[config.mk]
export PLATFORM = sky130hd
export DESIGN_NAME = watch_readback
export DESIGN_NICKNAME = d
export VERILOG_FILES = /design/src/rtl/watch_readback_pkg.sv /design/src/rtl/watch_readback_seg7_to_bcd.sv /design/src/rtl/watch_readback.sv
export SDC_FILE = /design/constraint.sdc
export NUM_CORES = 1
export LEC_CHECK = 0
export BUFFER_PORTS_ARGS = -buffer_cell sky130_fd_sc_hd__buf_4
export CORE_MARGIN = 5
export CORE_UTILIZATION = 53
export CTS_BUF_LIST = sky130_fd_sc_hd__clkbuf_16
export CTS_CLUSTER_SIZE = 12
export DETAILED_ROUTE_END_ITERATION = 16
export PLACE_DENSITY_LB_ADDON = 0.15
export RECOVER_POWER = 100
export SYNTH_ARGS = -nofsm -noshare
export SYNTH_HDL_FRONTEND = slang
export SYNTH_SLANG_ARGS = --single-unit
export TNS_END_PERCENT = 20
[constraint.sdc]
create_clock -name clk_i -period 3.45 [get_ports clk_i]
set_input_delay 0.69 -clock clk_i [delete_from_list [all_inputs] [get_ports clk_i]]
set_output_delay 0.69 -clock clk_i [all_outputs]
set_load 0.1 [all_outputs]
[src/rtl/watch_readback_pkg.sv]
// Shared definitions for the watch readback path: segment codes, error codes,
// FSM encoding and the time-word field layout used to load/read the watch.
package watch_readback_pkg;

  // 7-segment codes {g,f,e,d,c,b,a}, active high, for digits 0-9
  localparam logic [6:0] SEG_0 = 7'h3F;
  localparam logic [6:0] SEG_1 = 7'h06;
  localparam logic [6:0] SEG_2 = 7'h5B;
  localparam logic [6:0] SEG_3 = 7'h4F;
  localparam logic [6:0] SEG_4 = 7'h66;
  localparam logic [6:0] SEG_5 = 7'h6D;
  localparam logic [6:0] SEG_6 = 7'h7D;
  localparam logic [6:0] SEG_7 = 7'h07;
  localparam logic [6:0] SEG_8 = 7'h7F;
  localparam logic [6:0] SEG_9 = 7'h6F;

  // Readback status codes
  localparam logic [1:0] ERR_OK      = 2'd0;
  localparam logic [1:0] ERR_ILLEGAL = 2'd1;
  localparam logic [1:0] ERR_RANGE   = 2'd2;
  localparam logic [1:0] ERR_TIMEOUT = 2'd3;

  // Time-word field positions
  localparam int MU_LSB = 0;
  localparam int MT_LSB = 4;
  localparam int HH_LSB = 7;

  typedef enum logic [1:0] {
    ST_IDLE    = 2'd0,
    ST_COMPARE = 2'd1,
    ST_DECODE  = 2'd2,
    ST_DONE    = 2'd3
  } rb_state_e;

  // Pack hours / minute tens / minute units into the 12-bit time word
  function automatic logic [11:0] pack_time(input logic [4:0] hours,
                                            input logic [2:0] mt,
                                            input logic [3:0] mu);
    logic [11:0] word;
    word = 12'd0;
    word[HH_LSB +: 5] = hours;
    word[MT_LSB +: 3] = mt;
    word[MU_LSB +: 4] = mu;
    return word;
  endfunction

endpackage

[src/rtl/watch_readback_seg7_to_bcd.sv]
// Inverse of the digit encoder: 7-segment pattern back to a BCD digit.
// Any pattern that the encoder never produces is flagged as not legal.
module seg7_to_bcd
  import watch_readback_pkg::*;
(
  input  logic [6:0] segment,
  output logic [3:0] digit,
  output logic       legal
);

  // Look up the pattern; unknown patterns give digit 0 and legal=0
  always_comb begin
    digit = 4'd0;
    legal = 1'b1;
    case (segment)
      SEG_0:   digit = 4'd0;
      SEG_1:   digit = 4'd1;
      SEG_2:   digit = 4'd2;
      SEG_3:   digit = 4'd3;
      SEG_4:   digit = 4'd4;
      SEG_5:   digit = 4'd5;
      SEG_6:   digit = 4'd6;
      SEG_7:   digit = 4'd7;
      SEG_8:   digit = 4'd8;
      SEG_9:   digit = 4'd9;
      default: legal = 1'b0;
    endcase
  end

endmodule

[src/rtl/watch_readback.sv]
// Watch display readback: waits for a tear-free snapshot of the four digit
// buses (the counters ripple through divided clocks), decodes it back to the
// 12-bit time word and returns it with a status code on a req/valid handshake.
module watch_readback
  import watch_readback_pkg::*;
#(
  parameter int STABLE_CYCLES = 2,
  parameter int MAX_TRIES     = 8
) (
  input  logic        clk_i,
  input  logic        rstn_i,
  input  logic        rd_req_i,
  input  logic [6:0]  segment_hxxx_i,
  input  logic [6:0]  segment_xhxx_i,
  input  logic [6:0]  segment_xxmx_i,
  input  logic [6:0]  segment_xxxm_i,
  output logic        busy_o,
  output logic        rvalid_o,
  output logic [11:0] rdata_o,
  output logic [1:0]  err_o
);

  localparam int MW = $clog2(STABLE_CYCLES + 1);
  localparam int TW = $clog2(MAX_TRIES + 1);

  rb_state_e   state_r, state_next_s;
  logic [27:0] seg_all_s, snap_r, snap_next_s;
  logic [MW-1:0] match_r, match_next_s, match_inc_s;
  logic [TW-1:0] tries_r, tries_next_s, tries_inc_s;
  logic        busy_next_s, rvalid_next_s;
  logic [11:0] rdata_next_s, decode_word_s;
  logic [1:0]  err_next_s, decode_err_s;
  logic [3:0]  ht_s, hu_s, mt_s, mu_s;
  logic        ht_ok_s, hu_ok_s, mt_ok_s, mu_ok_s;
  logic [6:0]  hours_wide_s;

  assign seg_all_s = {segment_hxxx_i, segment_xhxx_i, segment_xxmx_i, segment_xxxm_i};

  // Decoding always works on the stable snapshot, never on the live buses
  seg7_to_bcd u_dec_ht (.segment(snap_r[27:21]), .digit(ht_s), .legal(ht_ok_s));
  seg7_to_bcd u_dec_hu (.segment(snap_r[20:14]), .digit(hu_s), .legal(hu_ok_s));
  seg7_to_bcd u_dec_mt (.segment(snap_r[13:7]),  .digit(mt_s), .legal(mt_ok_s));
  seg7_to_bcd u_dec_mu (.segment(snap_r[6:0]),   .digit(mu_s), .legal(mu_ok_s));

  // Classify the snapshot: illegal pattern beats out-of-range value
  always_comb begin
    hours_wide_s = 7'(ht_s) * 7'd10 + 7'(hu_s);
    if (!(ht_ok_s && hu_ok_s && mt_ok_s && mu_ok_s)) begin
      decode_err_s  = ERR_ILLEGAL;
      decode_word_s = 12'd0;
    end else if ((mt_s > 4'd5) || (ht_s > 4'd2) || (hours_wide_s > 7'd23)) begin
      decode_err_s  = ERR_RANGE;
      decode_word_s = 12'd0;
    end else begin
      decode_err_s  = ERR_OK;
      decode_word_s = pack_time(hours_wide_s[4:0], mt_s[2:0], mu_s);
    end
  end

  // Next-state and next-output logic for the snapshot FSM
  always_comb begin
    state_next_s  = state_r;
    snap_next_s   = snap_r;
    match_next_s  = match_r;
    tries_next_s  = tries_r;
    busy_next_s   = busy_o;
    rvalid_next_s = 1'b0;
    rdata_next_s  = rdata_o;
    err_next_s    = err_o;
    match_inc_s   = match_r + MW'(1);
    tries_inc_s   = tries_r + TW'(1);
    case (state_r)
      ST_IDLE, ST_DONE: begin
        busy_next_s = 1'b0;
        if (rd_req_i) begin
          state_next_s = ST_COMPARE;
          snap_next_s  = seg_all_s;
          match_next_s = MW'(1);
          tries_next_s = TW'(0);
          busy_next_s  = 1'b1;
        end else begin
          state_next_s = ST_IDLE;
        end
      end
      ST_COMPARE: begin
        if (seg_all_s == snap_r) begin
          match_next_s = match_inc_s;
          if (match_inc_s == MW'(STABLE_CYCLES)) begin
            state_next_s = ST_DECODE;
          end else begin
            state_next_s = ST_COMPARE;
          end
        end else begin
          snap_next_s  = seg_all_s;
          match_next_s = MW'(1);
          tries_next_s = tries_inc_s;
          if (tries_inc_s == TW'(MAX_TRIES)) begin
            state_next_s  = ST_DONE;
            busy_next_s   = 1'b0;
            rvalid_next_s = 1'b1;
            rdata_next_s  = 12'd0;
            err_next_s    = ERR_TIMEOUT;
          end else begin
            state_next_s = ST_COMPARE;
          end
        end
      end
      ST_DECODE: begin
        state_next_s  = ST_DONE;
        busy_next_s   = 1'b0;
        rvalid_next_s = 1'b1;
        rdata_next_s  = decode_word_s;
        err_next_s    = decode_err_s;
      end
      default: begin
        state_next_s = ST_IDLE;
        busy_next_s  = 1'b0;
      end
    endcase
  end

  // FSM state register
  always_ff @(posedge clk_i or negedge rstn_i) begin
    if (!rstn_i) begin
      state_r <= ST_IDLE;
    end else begin
      state_r <= state_next_s;
    end
  end

  // Snapshot/counter registers and registered outputs
  always_ff @(posedge clk_i or negedge rstn_i) begin
    if (!rstn_i) begin
      snap_r   <= 28'd0;
      match_r  <= MW'(0);
      tries_r  <= TW'(0);
      busy_o   <= 1'b0;
      rvalid_o <= 1'b0;
      rdata_o  <= 12'd0;
      err_o    <= ERR_OK;
    end else begin
      snap_r   <= snap_next_s;
      match_r  <= match_next_s;
      tries_r  <= tries_next_s;
      busy_o   <= busy_next_s;
      rvalid_o <= rvalid_next_s;
      rdata_o  <= rdata_next_s;
      err_o    <= err_next_s;
    end
  end

endmodule

# After elaboration in Yosys (flattened, before gate mapping)
# Index checks and enable logic that the tools add are counted.
# op_classes
add_sub_neg,3
multipliers,1
n_lt_le_gt_ge,3
n_eq_ne,49
mux,39
n_reduce_logical,17
# ops
op,n
"7-bit equality test, second input constant",28
4-bit one-hot mux with 9 select lines,4
"7-bit by 3-bit equality test with 1-bit output, second input constant",8
28-bit two-way mux,2
28-bit one-hot mux with 2 select lines,1
12-bit two-way mux,4
10-bit OR reduction,4
28-bit equality test,1
"7-bit by 6-bit equality test with 1-bit output, second input constant",4
12-bit one-hot mux with 2 select lines,1
2-bit two-way mux,9
1-bit two-way mux,10
4-bit two-way mux,2
2-bit one-hot mux with 2 select lines,2
4-bit one-hot mux with 2 select lines,1
7-bit by 4-bit adder with 7-bit output,1
"7-bit by 5-bit greater-than comparator with 1-bit output, second input constant",1
"2-bit equality test, second input constant",3
"4-bit by 3-bit multiplier with 6-bit output, second input constant",1
"2-bit != test, second input constant",3
2-bit one-hot mux with 3 select lines,1
3-bit AND reduction,2
"4-bit by 1-bit adder with 4-bit output, second input constant",1
"4-bit equality test, second input constant",1
other kinds (12),17
# word_totals
regBits,52
inputBits,31
output_inout_bits,16
elab_cells,120

# Logic depth before layout (Yosys ltp)
# logic_depth
depth_word,9
mapped_depth,15
ltp_nobuf,13

# Modules after synthesis
# From an unflattened synthesis, not the netlist that was laid out.
# unflattened
cells_unflattened,378
hier_area_um2,3623.5
# by_module_without_submodules
module,instances,cells_each,area_per_inst_um2,seq_area_each_um2
watch_readback,1,250,2817.7,1301.2
seg7_to_bcd,4,32,201.4,0.0

# Least setup slack after synthesis
# Ideal clock, no wire load.
# synth_path
path_kind,register to register
start,reg snap_r[21]
end,reg err_o[1]
setup_time_ns,0.130
arrival_time_ns,3.421
required_ns,3.320
path_slack_ns,-0.102
stages_incl_launch_ff,15
path_buffers,1
period_less_slack_ns,3.552
cell_sequence,dfrtp_1 > buf_6 > or3b_1 > a2111oi_2 > o21ai_2 > inv_1 > ha_1 > ha_1 > inv_1 > fa_1 > xnor2_1 > or4_4 > a311o_1 > a2111oi_2 > a21oi_1
# synth_between
elab_chain_cells,9
word_cells_on_any_way,28
cone_classes,add/sub (1); mul (1); order compare (2); eq/ne (12); mux (5); reduce/logical (7)
# synth_lines
element,line,text
from (decl),watch_readback.sv:27,"logic [27:0] seg_all_s, snap_r, snap_next_s;"
from (signal assigned),watch_readback.sv:142,snap_r <= snap_next_s;
7-bit equality test / 7-bit by 3-bit equality test with 1-bit output (equally long branches),watch_readback_seg7_to_bcd.sv:15,case (segment)
4-bit one-hot mux with 9 select lines,watch_readback_seg7_to_bcd.sv:15,
4-bit by 3-bit multiplier with 6-bit output,watch_readback.sv:47,hours_wide_s = 7'(ht_s) * 7'd10 + 7'(hu_s);
7-bit by 4-bit adder with 7-bit output,watch_readback.sv:47,
7-bit by 5-bit greater-than comparator with 1-bit output,watch_readback.sv:51,end else if ((mt_s > 4'd5) || (ht_s > 4'd2) || (hours_wide_s > 7'd23)) begin
1-bit logical OR,watch_readback.sv:51,
2-bit two-way mux,watch_readback.sv:51,
2-bit two-way mux,watch_readback.sv:48,if (!(ht_ok_s && hu_ok_s && mt_ok_s && mu_ok_s)) begin
2-bit one-hot mux with 2 select lines,watch_readback.sv:72,case (state_r)
to (signal assigned),watch_readback.sv:148,err_o <= err_next_s;
to (decl),watch_readback.sv:20,output logic [1:0] err_o
# Parallel ways exist; a longest one is shown, timed or not.
# A chain may end at the register's enable or synchronous reset.

# Final worst setup path
# layout_path
start,reg snap_r[27]
end,reg rdata_o[10]
# layout_between
elab_chain_cells,9
word_cells_on_any_way,28
cone_classes,add/sub (1); mul (1); order compare (2); eq/ne (12); mux (5); reduce/logical (7)
# layout_lines
element,line,text
7-bit equality test / 7-bit by 3-bit equality test with 1-bit output (equally long branches),watch_readback_seg7_to_bcd.sv:15,
4-bit one-hot mux with 9 select lines,watch_readback_seg7_to_bcd.sv:15,
4-bit by 3-bit multiplier with 6-bit output,watch_readback.sv:47,
7-bit by 4-bit adder with 7-bit output,watch_readback.sv:47,
7-bit by 5-bit greater-than comparator with 1-bit output,watch_readback.sv:51,
1-bit logical OR,watch_readback.sv:51,
12-bit two-way mux,watch_readback.sv:51,
12-bit two-way mux,watch_readback.sv:48,
12-bit one-hot mux with 2 select lines,watch_readback.sv:72,
to (signal assigned),watch_readback.sv:147,rdata_o <= rdata_next_s;
to (decl),watch_readback.sv:19,"output logic [11:0] rdata_o,"
# Parallel ways exist; a longest one is shown, timed or not.

==> flow_summary_export.csv <==
group,metric,value,unit
status,status,"finished, final reports clean",
global_route,antenna_found_initial,0,
yosys,synth.distinct_cells,73,
timing,totalNegativeSetupSlack,0,ps
setup_path,crit_end,"rdata_o[10]",
setup_path,cp.arrival,3630,ps
clock_network,root_buffer,"clkbuf_16",
clock_network,clock_sink_count,52,
timing,rsz0062_at_grt,"yes",
route,drt_iter0_drc,154,
cells_and_area,post_route_cells_drive_above_1_share,0.294,
place,dpl-instance-area,4370,µm²
die,fp.coreArea,7140,µm²
timing,report.final.slew_viol_count,0,
timing,finClkSkew,7.34,ps
setup_path,critPathMaxFanout,5,
route,drc_errors,0,
global_route,grt_util_met1,0.284,
route,first_pass_iters,4,
route,drt_wl_total,8.89,mm
yosys,ys_async_sr_fraction,1.00,
cells_and_area,n_antenna_cell,0,
cells_and_area,synthToLayoutAreaGrowth,16.6,%
yosys,ys_ff_latch,52,
die,rows,31,
cells_and_area,nFillCells,646,
clock_network,clock_latency,290,ps
die,ios,47,
cells_and_area,stdcell_count,555,
job,max_cap_viol_count,0,
route,via_per_inst,5.60,
timing,hold_viol_final,0,
clock_network,htreeDepth,2,
timing,timing.final.crit_period,3420,ps
pwr,powerDensity,761,nW/µm²
pwr,vdd_drop_max,573,µV
clock_network,cts_tree,"yes",
yosys,netlist_area,3830,µm²
die,die_w,95.0,µm
timing,holdWs,477,ps
setup_path,r2r_start,"snap_r[27]",
place,place_ws,-71.6,ps
global_route,grt_pass1_vias,3063,
yosys,synth_edf_count,0,
global_route,met2_usage,0.347,
die,die_y,95.0,µm
route,ant_nets,0,
global_route,busiest_layer,"met2",
timing,final-setup-viol-count,0,
timing,layout_worst_path_cycle_share,0.990,
yosys,synth_warnings,0,
global_route,gr-usage-met3,0.0279,
global_route,grt_max_degree,53,
yosys,synth_sequential_area_ratio,0.340,
place,port_buffers,46,
die,die_area,9030,µm²
setup_path,cp.required,3660,ps
route,drt-wirelength-per-cell,16.0,µm
timing,slew-limit-headroom,0.111,
yosys,synth_fp_nets,443,
timing,fin_ws,34.2,ps
cells_and_area,register_area,1300,µm²
setup_path,setup.worst_path.start,"snap_r[27]",
setup_path,regToRegEndpoint,"rdata_o[10]",
timing,fmax,0.293,GHz
cells_and_area,nets,498,
cells_and_area,multi_input_area,2310,µm²
setup_path,crit_type,"reg2reg",
global_route,grt_pass1_wl,14.9,mm
timing,worst_pin_slew,1330,ps
die,initial_core_util,0.537,
cells_and_area,final_area,4470,µm²
yosys,synth.avg_cell_area,9.55,µm²
yosys,netlist_instances,401,
clock_network,path_clk_slew,70,ps
global_route,overflow,0,
cells_and_area,final_cell_mix,"buf_4, dfrtp_1, nand2_1",
setup_path,reg2reg_depth,14,
cells_and_area,final_common_cell,"buf_4",
setup_path,reg2reg_slack,30,ps
setup_path,critPathCaptureType,"flip-flop",
clock_network,clock_path_buffers,2,
setup_path,worstSetupStartpointType,"flip-flop",
place,dpl.hpwl,6.82,mm
global_route,grtUsageTotal,0.209,
clock_network,numCtsBuffers,5,
pwr,power_leakage,1.83,nW
route,vias,3110,
place,dp_cells,545,
clock_network,cts_hold_buf,0,
place,place.gp.congestion,0.856,
worst_hold_path,hold_class,"reg2reg",
yosys,ys.flop_type,"dfrtp_1",
-- where the power goes --
group | total (mW) | internal (mW) | leakage, nW | switching [mW]
sequential | 1.19 | 0.806 | 0.638 | 0.383
clock | 0.483 | 0.264 | 0.0657 | 0.219
combinational | 1.73 | 0.843 | 1.13 | 0.885
-- cells in the mapped netlist, drive strengths merged, types with 3 or more instances --
| master | number | area share |
|---|---|---|
| nand3 | 13 | 0.017 |
| nor3 | 14 | 0.024 |
| buf | 18 | 0.039 |
| and3b | 4 | 0.0091 |
| xor2 | 3 | 0.0069 |
| nand4 | 8 | 0.013 |
| a22o | 3 | 0.0069 |
| nor3b | 5 | 0.0098 |
| o21a | 4 | 0.0078 |
| clkbuf | 11 | 0.012 |
| nand2 | 43 | 0.044 |
| dfrtp | 52 | 0.34 |
| nor2 | 17 | 0.017 |
| ha | 10 | 0.033 |
| a2111oi | 4 | 0.022 |
| a21oi | 15 | 0.020 |
| mux2 | 28 | 0.082 |
| o21ai | 27 | 0.046 |
| nand3b | 5 | 0.0098 |
| nand2b | 5 | 0.0082 |
| inv | 18 | 0.018 |
| and3 | 3 | 0.0049 |
| a21o | 5 | 0.0098 |
| xnor2 | 35 | 0.080 |
| o2111ai | 3 | 0.0085 |
-- worst max-delay path, stage by stage (launching register included) --
cell and delay, ps:
dfrtp_1 380, or3b_4 410, a2111oi_4 320, o21ai_2 90, inv_1 60, ha_2 180
ha_4 120, inv_2 30, fa_2 340, xnor2_2 150, or4_4 490, a311oi_2 250
o2111ai_2 200, buf_6 190, o21ai_2 120
-- registers in the layout, summed over array words and instances, names as in the netlist --
| register | flops |
|---|---|
| snap_r | 28 |
| state_r | 2 |
| err_o | 2 |
| busy_o | 1 |
| tries_r | 4 |
| match_r | 2 |
| rvalid_o | 1 |
| rdata_o | 12 |
-- worst min path at each step --
| stage | start | end | slack (ps) | depth (start not counted) |
|---|---|---|---|---|
| finish | rdata_o[9] | rdata_o[9] | 480 | 2 |
| global route | match_r[0] | match_r[0] | 510 | 1 |
| CTS | rstn_i | snap_r[6] | 470 | 1 |
| detailed placement | rdata_o[9] | rdata_o[9] | 470 | 2 |
| global placement | rdata_o[9] | rdata_o[9] | 460 | 2 |
| floorplan | rstn_i | busy_o | 390 | 0 |
-- through the flow --
| step | total power, mW | utilization |
|---|---|---|
| finish | 3.40 | 0.626 |
| detailed placement | 2.91 | 0.612 |
| CTS | 3.43 | 0.636 |
| global route | 3.66 | 0.626 |
| floorplan | 2.55 | - |
| global placement | 2.87 | 0.612 |
-- routing by layer --
layer  vias up  share of wire
li1       1548              -
met1      1509           0.46
met2        42           0.50
met3        11          0.027
met4         0          0.020
met5         -              0
-- cell type report --
class                   instances  share of cell area
clock buffers                   5              0.0280
well taps                      99              0.0277
multi-input cells             301               0.518
repair buffers                 78               0.117
flip-flops and latches         52               0.292
inverters                      18              0.0151
clock inverters                 2             0.00280
-- repair_timing --
item | in CTS | in global routing
hold endpoints to repair | 0 | 0
resized for setup | 5 | 5
pin swaps | 11 | 8
endpoints found under the setup margin | 10 | 13
gates cloned | 0 | 0
setup buffers | 3 | 0
-- cells by family after synthesis --
logic type / synth area share
compound gates: 0.187
simple gates: 0.192
buf+inv: 0.0706
other cells: 0.000979
mux: 0.0823
fa+ha+maj: 0.0405
xor+xnor: 0.0869
flops: 0.340
Note: power is estimated with default switching activity, not from simulation.
